--- config.mk ---
export PLATFORM = sky130hd
export DESIGN_NAME = reorder_buffer
export DESIGN_NICKNAME = d
export VERILOG_FILES = /design/src/rtl/reorder_buffer.sv
export SDC_FILE = /design/constraint.sdc
export NUM_CORES = 1
export LEC_CHECK = 0
export CAP_MARGIN = 5
export CELL_PAD_IN_SITES_DETAIL_PLACEMENT = 2
export CELL_PAD_IN_SITES_GLOBAL_PLACEMENT = 2
export CORE_MARGIN = 5
export CORE_UTILIZATION = 41
export CTS_CLUSTER_SIZE = 10
export DETAILED_ROUTE_END_ITERATION = 12
export HOLD_SLACK_MARGIN = 0.05
export MAX_ROUTING_LAYER = met4
export PLACE_DENSITY_LB_ADDON = 0.3
export SLEW_MARGIN = 20
export SYNTH_ARGS = -nofsm -noshare
export SYNTH_HDL_FRONTEND = slang
export SYNTH_SLANG_ARGS = --single-unit
--- constraint.sdc ---
create_clock -name clk -period 4.9 [get_ports clk]
set_input_delay 0.735 -clock clk [delete_from_list [all_inputs] [get_ports clk]]
set_output_delay 0.735 -clock clk [all_outputs]
set_load 0.05 [all_outputs]
--- src/rtl/reorder_buffer.sv ---
// Reorder buffer: entries are allocated in program order, complete out of order on the writeback
// ports, and retire in order (up to COMMIT_WIDTH per cycle); an excepting head entry flushes all.
module reorder_buffer #(
  parameter int unsigned ROB_ENTRIES  = 16,
  parameter int unsigned NUM_PREGS    = 64,
  parameter int unsigned NUM_AREGS    = 32,
  parameter int unsigned WB_PORTS     = 2,
  parameter int unsigned COMMIT_WIDTH = 2,
  localparam int unsigned IW = $clog2(ROB_ENTRIES),
  localparam int unsigned PW = $clog2(NUM_PREGS),
  localparam int unsigned AW = $clog2(NUM_AREGS)
) (
  input  logic                       clk,
  input  logic                       rst_n,
  input  logic                       alloc_valid,
  output logic                       alloc_ready,
  output logic [IW-1:0]              alloc_idx,
  input  logic                       alloc_has_dest,
  input  logic [AW-1:0]              alloc_areg,
  input  logic [PW-1:0]              alloc_preg,
  input  logic [PW-1:0]              alloc_old_preg,
  input  logic                       alloc_mbegin,
  input  logic                       alloc_mend,
  input  logic [WB_PORTS-1:0]        wb_valid,
  input  logic [WB_PORTS*IW-1:0]     wb_idx,
  input  logic [WB_PORTS-1:0]        wb_exc,
  output logic [COMMIT_WIDTH-1:0]    commit_valid,
  output logic [COMMIT_WIDTH-1:0]    commit_has_dest,
  output logic [COMMIT_WIDTH*AW-1:0] commit_areg,
  output logic [COMMIT_WIDTH*PW-1:0] commit_preg,
  output logic [COMMIT_WIDTH*PW-1:0] commit_free_preg,
  output logic                       flush,
  output logic                       irq_ok,
  output logic [IW:0]                count
);

  typedef logic [IW:0]   ptr_t;
  typedef logic [IW-1:0] idx_t;

  // Control state
  logic [ROB_ENTRIES-1:0] valid_q;
  logic [ROB_ENTRIES-1:0] busy_q;
  logic [ROB_ENTRIES-1:0] exc_q;
  ptr_t                   head_q;
  ptr_t                   tail_q;
  ptr_t                   count_q;
  logic                   last_mend_q;

  // Payload state, only meaningful while the matching valid bit is set
  logic [ROB_ENTRIES-1:0] has_dest_q;
  logic [ROB_ENTRIES-1:0] mbegin_q;
  logic [ROB_ENTRIES-1:0] mend_q;
  logic [AW-1:0]          areg_q     [ROB_ENTRIES];
  logic [PW-1:0]          preg_q     [ROB_ENTRIES];
  logic [PW-1:0]          old_preg_q [ROB_ENTRIES];

  idx_t head_idx;
  idx_t tail_idx;
  logic alloc_fire;

  assign head_idx = head_q[IW-1:0];
  assign tail_idx = tail_q[IW-1:0];

  assign flush       = valid_q[head_idx] & ~busy_q[head_idx] & exc_q[head_idx];
  assign alloc_ready = (count_q < ptr_t'(ROB_ENTRIES)) & ~flush;
  assign alloc_fire  = alloc_valid & alloc_ready;
  assign alloc_idx   = tail_idx;
  assign count       = count_q;
  assign irq_ok      = (count_q == '0) | last_mend_q;

  // mbegin is kept per entry for debug visibility; nothing downstream consumes it yet.
  logic unused_mbegin;
  assign unused_mbegin = ^mbegin_q;

  // Writeback decode: same-tag hits on several ports OR their exception flags.
  logic [ROB_ENTRIES-1:0] wb_hit;
  logic [ROB_ENTRIES-1:0] wb_exc_set;

  always_comb begin
    wb_hit     = '0;
    wb_exc_set = '0;
    for (int unsigned p = 0; p < WB_PORTS; p++) begin
      idx_t wb_tag;
      wb_tag = wb_idx[p*IW +: IW];
      if (wb_valid[p] && valid_q[wb_tag]) begin
        wb_hit[wb_tag]     = 1'b1;
        wb_exc_set[wb_tag] = wb_exc_set[wb_tag] | wb_exc[p];
      end
    end
  end

  // Commit lanes: a lane retires only if every older lane also retires.
  idx_t [COMMIT_WIDTH-1:0] lane_idx;
  ptr_t                    ncommit;
  logic                    last_mend_d;
  logic                    chain;

  always_comb begin
    chain            = ~flush;
    ncommit          = '0;
    last_mend_d      = last_mend_q;
    lane_idx         = '0;
    commit_valid     = '0;
    commit_has_dest  = '0;
    commit_areg      = '0;
    commit_preg      = '0;
    commit_free_preg = '0;
    for (int unsigned k = 0; k < COMMIT_WIDTH; k++) begin
      lane_idx[k] = head_idx + idx_t'(k);
      chain = chain & (ptr_t'(k) < count_q) & valid_q[lane_idx[k]] &
              ~busy_q[lane_idx[k]] & ~exc_q[lane_idx[k]];
      commit_valid[k] = chain;
      if (chain) begin
        ncommit                       = ncommit + ptr_t'(1);
        last_mend_d                   = mend_q[lane_idx[k]];
        commit_has_dest[k]            = has_dest_q[lane_idx[k]];
        commit_areg[k*AW +: AW]       = areg_q[lane_idx[k]];
        commit_preg[k*PW +: PW]       = preg_q[lane_idx[k]];
        commit_free_preg[k*PW +: PW]  = old_preg_q[lane_idx[k]];
      end
    end
  end

  always_ff @(posedge clk or negedge rst_n) begin
    if (!rst_n) begin
      valid_q     <= '0;
      busy_q      <= '0;
      exc_q       <= '0;
      head_q      <= '0;
      tail_q      <= '0;
      count_q     <= '0;
      last_mend_q <= 1'b1;
    end else if (flush) begin
      // Writebacks and allocation in the flush cycle are dropped with everything else.
      valid_q     <= '0;
      head_q      <= '0;
      tail_q      <= '0;
      count_q     <= '0;
      last_mend_q <= 1'b1;
    end else begin
      for (int unsigned i = 0; i < ROB_ENTRIES; i++) begin
        if (wb_hit[i]) begin
          busy_q[i] <= 1'b0;
          exc_q[i]  <= wb_exc_set[i];
        end
      end
      for (int unsigned k = 0; k < COMMIT_WIDTH; k++) begin
        if (commit_valid[k]) begin
          valid_q[lane_idx[k]] <= 1'b0;
        end
      end
      // The tail slot is never a retiring slot: allocation is blocked when full.
      if (alloc_fire) begin
        valid_q[tail_idx] <= 1'b1;
        busy_q[tail_idx]  <= 1'b1;
        exc_q[tail_idx]   <= 1'b0;
        tail_q            <= tail_q + ptr_t'(1);
      end
      head_q  <= head_q + ncommit;
      count_q <= count_q + ptr_t'(alloc_fire) - ncommit;
      if (ncommit != '0) begin
        last_mend_q <= last_mend_d;
      end
    end
  end

  always_ff @(posedge clk) begin
    if (alloc_fire) begin
      has_dest_q[tail_idx] <= alloc_has_dest;
      mbegin_q[tail_idx]   <= alloc_mbegin;
      mend_q[tail_idx]     <= alloc_mend;
      areg_q[tail_idx]     <= alloc_areg;
      preg_q[tail_idx]     <= alloc_preg;
      old_preg_q[tail_idx] <= alloc_old_preg;
    end
  end

  // Occupancy must always equal the wrap-aware pointer distance.
  a_count_matches_ptrs: assert property (@(posedge clk) disable iff (!rst_n)
    count_q == (tail_q - head_q));

  a_no_commit_on_flush: assert property (@(posedge clk) disable iff (!rst_n)
    !(flush && (commit_valid != '0)));

endmodule
Yosys cells after proc, flatten, opt, wreduce, memory -nomap -nowiden:

Memory sizes are Yosys's and may differ from the RTL's.
Index checks and enable logic that the tools add are counted.

* flip-flop bits (word level): 96
* bits in writable memories: 272
* bits in read-only memories: 16
* word-level logic and storage cells: 211
* memories kept: 4

* add/sub/neg operators: 6
* order comparisons: 13
* muxes and demuxes: 136
* bitwise logic cells: 30
* reduce and logical (&&, ||, !) cells: 13

Memory list
* old_preg_q: depth 16, bits a word 6, rd ports 2, clocked after Yosys merged registers in 0, wr ports 1, RTL line 55 `logic [PW-1:0] old_preg_q [ROB_ENTRIES];`
* preg_q: depth 16, bits a word 6, rd ports 2, clocked after Yosys merged registers in 0, wr ports 1, RTL line 54 `logic [PW-1:0] preg_q [ROB_ENTRIES];`
* areg_q: depth 16, bits a word 5, rd ports 2, clocked after Yosys merged registers in 0, wr ports 1, RTL line 53 `logic [AW-1:0] areg_q [ROB_ENTRIES];`
* (name not given): depth 16, bits a word 1, rd ports 1, clocked after Yosys merged registers in 0, wr ports 0, RTL line 87 `wb_exc_set[wb_tag] = wb_exc_set[wb_tag] | wb_exc[p];`

Operator list (count)
* $mux 16: 12
* $mux 1: 92
* $and 16x16->16: 4
* $bmux 1 s4: 13
* $bwmux 16: 3
* $not 16->16: 3
* $or 16x16->16: 3
* $mux 5: 7
* $lt 4x5->1 const B: 5
* $mux 6: 4
* $demux 1 s4: 5
* $ge 4x1->1 const B: 5
* $and 1x1->1: 12
* $add 5x1->5 const B: 2
* $lt 1x5->1 const A: 2
* $logic_and 1x1->1: 7
* $add 5x1->5: 1
* $add 5x5->5: 1
* $logic_not 5->1: 1
* $lt 5x5->1 const B: 1
* $not 1->1: 5
* $reduce_bool 5->1: 1
* $sub 5x5->5: 1
* $add 4x1->4 const B: 1
* 4 further kinds: 7

Longest topological paths before layout:

* depth in word-level cells: 19
* mapped depth: 25
* depth with buffers taken out: 20

Least setup slack after synthesis:

OpenSTA, ideal clock, no wires.

* kind: flip-flop to output port
* start: register head_q[1]
* end: output commit_has_dest[1]
* data arrival time: 4.322 ns
* setup slack: -0.157 ns
* cell stages (with the launch flop): 15
* buffers on the path: 9
* path through: dfrtp_1 -> buf_6 -> buf_4 -> clkbuf_1 -> buf_2 -> inv_1 -> ha_1 -> buf_4 -> buf_4 -> buf_4 -> buf_4 -> buf_2 -> mux4_2 -> nand2_1 -> a311oi_1

* cells in the longest elaborated chain, start to end: 15

RTL lines
* start, declared: RTL line 44 `ptr_t head_q;`
* start signal, assigned: RTL line 159 `head_q <= head_q + ncommit;`
* $bmux 1 s4: RTL line 64, 111
* $mux 1 (implied by the code): RTL line 64, 111
* $not 1->1: RTL line 64, 111
* $and 1x1->1 (2 in a row): RTL line 64 `assign flush = valid_q[head_idx] & ~busy_q[head_idx] & exc_q[head_idx];`
* $not 1->1: RTL line 99 `chain = ~flush;`
* $and 1x1->1 (3 in a row): RTL line 110 `chain = chain & (ptr_t'(k) < count_q) & valid_q[lane_idx[k]] &`
* $and 1x1->1: RTL line 111 `~busy_q[lane_idx[k]] & ~exc_q[lane_idx[k]];`
* $and 1x1->1 (3 in a row): RTL line 110
* $and 1x1->1: RTL line 111
* $mux 1 (*): RTL line 113 `if (chain) begin`
* end, declared: RTL line 28 `output logic [COMMIT_WIDTH-1:0] commit_has_dest,`

Every way passes the cells marked *; elsewhere a longest branch is shown, timed or not. The select of a mux whose other input is x is not followed.

Worst setup path in the final report:

* start: register head_q[1]
* end: output commit_free_preg[11]

* cells in the longest elaborated chain, start to end: 15

RTL lines
* $bmux 1 s4: RTL line 64, 111
* $mux 1 (implied by the code): RTL line 64, 111
* $not 1->1: RTL line 64, 111
* $and 1x1->1 (2 in a row): RTL line 64
* $not 1->1: RTL line 99
* $and 1x1->1 (3 in a row): RTL line 110
* $and 1x1->1: RTL line 111
* $and 1x1->1 (3 in a row): RTL line 110
* $and 1x1->1: RTL line 111
* $mux 6 (*): RTL line 113
* end, declared: RTL line 31 `output logic [COMMIT_WIDTH*PW-1:0] commit_free_preg,`

Marks and branches as above.

==> impl_metrics.yaml <==
placed_design:
  dp_cells: 1919
  dp_hpwl_um: 40600
  place.gp.congestion: 0.821
  numPortBuffers: 83
logic_synthesis:
  synth.cell_area_mm2: 0.0191
  synth_xor_area_frac: 0.00719
  synthArstFlopShare: 0.169
  synth_ff_type: "edfxtp_1"
  synthAdderAreaFrac: 0.0158
  synth_top_family_by_area: "multiplexers"
  synth_fp_nets: 1331
  synth_area_per_cell_um2: 15.0
  synth-seq-area-share: 0.558
  synth_warnings: 0
  synth_cells: 1273
  synth_edf_count: 304
  synth_compound_area_frac: 0.0669
  synthSimpleGateAreaFrac: 0.101
  synth-seq-cells: 366
  synth.area.mux_share: 0.219
  synth_cell_types: 83
timing:
  clock.fmax_mhz: 212
  maxSlewHeadroom: 0.391
  fin_crit_ps: 4720
  setup_tns_ps: 0
  maxSlewViolCount: 0
  finalClockSkew_ps: 14.7
  grt_setup_unrepaired: "no"
  final-hold-violation-count: 0
  setup_viol_count_final: 0
  post-route-period-util: 0.964
  worst_slew_pin_slew_ps: 910
drt:
  vias_per_cell: 6.53
  drt_iter0_drc: 1253
  wirelength_um: 65000
  ant_nets: 0
  drcViolationCount: 0
  wl_per_cell_um: 32.6
  first_pass_iters: 5
  vias: 13000
clocking:
  clock_latency_ps: 580
  htree_num_levels: 2
  clkTransAtPathRegs_ps: 60
  cts_buffers: 44
  cts_buffer_depth: 3
  cts-root-buf: "clkbuf_16"
  clock_sinks: 366
  cts_tree: "built"
final_layout:
  seq_area_mm2: 0.0107
  stdcell_count: 1990
  drive_gt1_frac: 0.274
  final_common_cell: "edfxtp_1"
  final_nets: 1419
  nFillCells: 4247
  syn_to_final_growth_pct: 17.8
  multi_input_area_mm2: 0.00806
  layout_common_cells: "edfxtp_1 (304), mux4_2 (177), nand2_1 (151), dfrtp_1 (58), nor2_1 (57)"
  final_core_util: 0.486
setup_path:
  slowest_delay_ps: 480
  crit_path_end_kind: "primary output"
  cp.required_ps: 4160
  path_cells: "inv_1 -> ha_4 -> nor4bb_2 -> nor3_1 -> a21oi_1 -> a211oi_1 -> or3_4 -> nor3_4 -> inv_4 -> buf_4 -> a311oi_4 -> buf_12"
  worstPathMaxFanout: 13
  cp.arrival_ps: 3990
  rr_worst_depth: 21
  slowest_stage: "dfrtp_4"
  crit_type: "reg -> out"
  start_kind: "flop"
min_path:
  hold_path.class: "in -> async"
die:
  die_w_um: 226
  die_area_mm2: 0.0511
  placementRows: 79
  die_h_um: 226
  ios: 85
  fp.coreArea_mm2: 0.0464
  start_util: 0.413
power:
  p_per_area_mw_per_mm2: 709
  peakVddDrop_mv: 0.399
  p_leak_nw: 7.61
global_route:
  grt_pass1_vias: 14300
  gr-usage-all-layers: 0.263
  grt_max_degree: 106
  overflow: 0
  antenna_found_initial: 3
  grt_first_pass_wirelength_um: 96800
run:
  drv_cap: 0
status:
  status: "finished clean"
[critical path, delay by kind of cell (launching register included)]
| family | cells | cell delay, ps |
|---|---|---|
| adder cells (fa/ha/maj) | 1 | 270 |
| AO/OA/AOI/OAI | 3 | 590 |
| buffers and inverters | 4 | 820 |
| AND/OR/NAND/NOR | 4 | 1230 |
| flip-flops | 1 | 480 |
[sequential cells by signal, summed over array words and instances (netlist names)]
register	cells
areg_q	80
busy_q	16
count	5
exc_q	16
has_dest_q	16
head_q	4
last_mend_q	1
mend_q	16
old_preg_q	96
preg_q	96
tail_q	4
valid_q	16
[metrics by stage]
stage | power [mW] | worst slack, ps | cell area, µm² | hold slack, ps
2_1_floorplan | 9.82 | -12.0 | 19200 | 439
3_3_place_gp | 12.5 | 437 | 21200 | 467
3_5_place_dp | 12.8 | 334 | 21200 | 477
4_1_cts | 16.0 | 31.0 | 22500 | 232
5_1_grt | 16.7 | 57.3 | 22500 | 275
6_report | 16.0 | 178 | 22500 | 240
[worst paths after layout]
check                            from                    to  slack, ps
setup reg to reg            head_q[1]              count[4]        350
min in group clk           busy_q[12]            busy_q[12]        490
setup / recovery            head_q[1]  commit_free_preg[11]        180
max in group asynchronous       rst_n             head_q[0]       3630
hold / removal                  rst_n              count[4]        240
hold reg to reg            busy_q[12]            busy_q[12]        490
[routing by layer]
layer,global-route usage,vias to the layer above,routed length (µm)
met4,0.0662,0,1690
met3,0.0482,130,4260
met2,0.435,495,32800
met5,-,-,0
met1,0.341,7080,26200
li1,-,5286,-
[logic make-up after synthesis]
logic type,count (synthesis)
xor+xnor,14
flops,366
mux,194
simple gates,382
buf+inv,127
compound gates,167
fa+ha+maj,23
[repair_timing]
item,4_1_cts,5_1_grt
hold buffers,0,0
resized for setup,3,5
setup endpoints to repair,14,11
buffers inserted,2,1
pin swaps,1,0
[layout make-up]
| cell class | count | share of cell area |
|---|---|---|
| Tap cell | 607 | 0.0337 |
| Timing Repair Buffer | 137 | 0.0718 |
| Multi-Input combinational cell | 780 | 0.357 |
| Sequential cell | 366 | 0.474 |
| Antenna cell | 2 | 0.000222 |
| Clock inverter | 8 | 0.00439 |
| Inverter | 32 | 0.00544 |
| Clock buffer | 58 | 0.0526 |
[report_power, final]
group | total, mW | leakage, nW | internal, mW | switching [mW]
combinational | 8.72 | 3.48 | 3.67 | 5.06
clock | 3.04 | 0.615 | 1.74 | 1.31
sequential | 4.21 | 3.52 | 3.77 | 0.437
total | 16.0 | 7.61 | 9.18 | 6.80
[Yosys cell counts, types with 21 or more instances]
master | number | area (µm²)
edfxtp_1 | 304 | 9130
mux4_2 | 177 | 3990
nand2_1 | 151 | 567
dfrtp_1 | 61 | 1530
nor2_1 | 60 | 225
clkbuf_1 | 44 | 165
o21ai_0 | 33 | 165
buf_2 | 29 | 145
inv_1 | 27 | 101
and2_1 | 25 | 156
and3_1 | 22 | 138
ha_1 | 21 | 263
nand3_1 | 21 | 105
(Power assumes the default switching activity.)
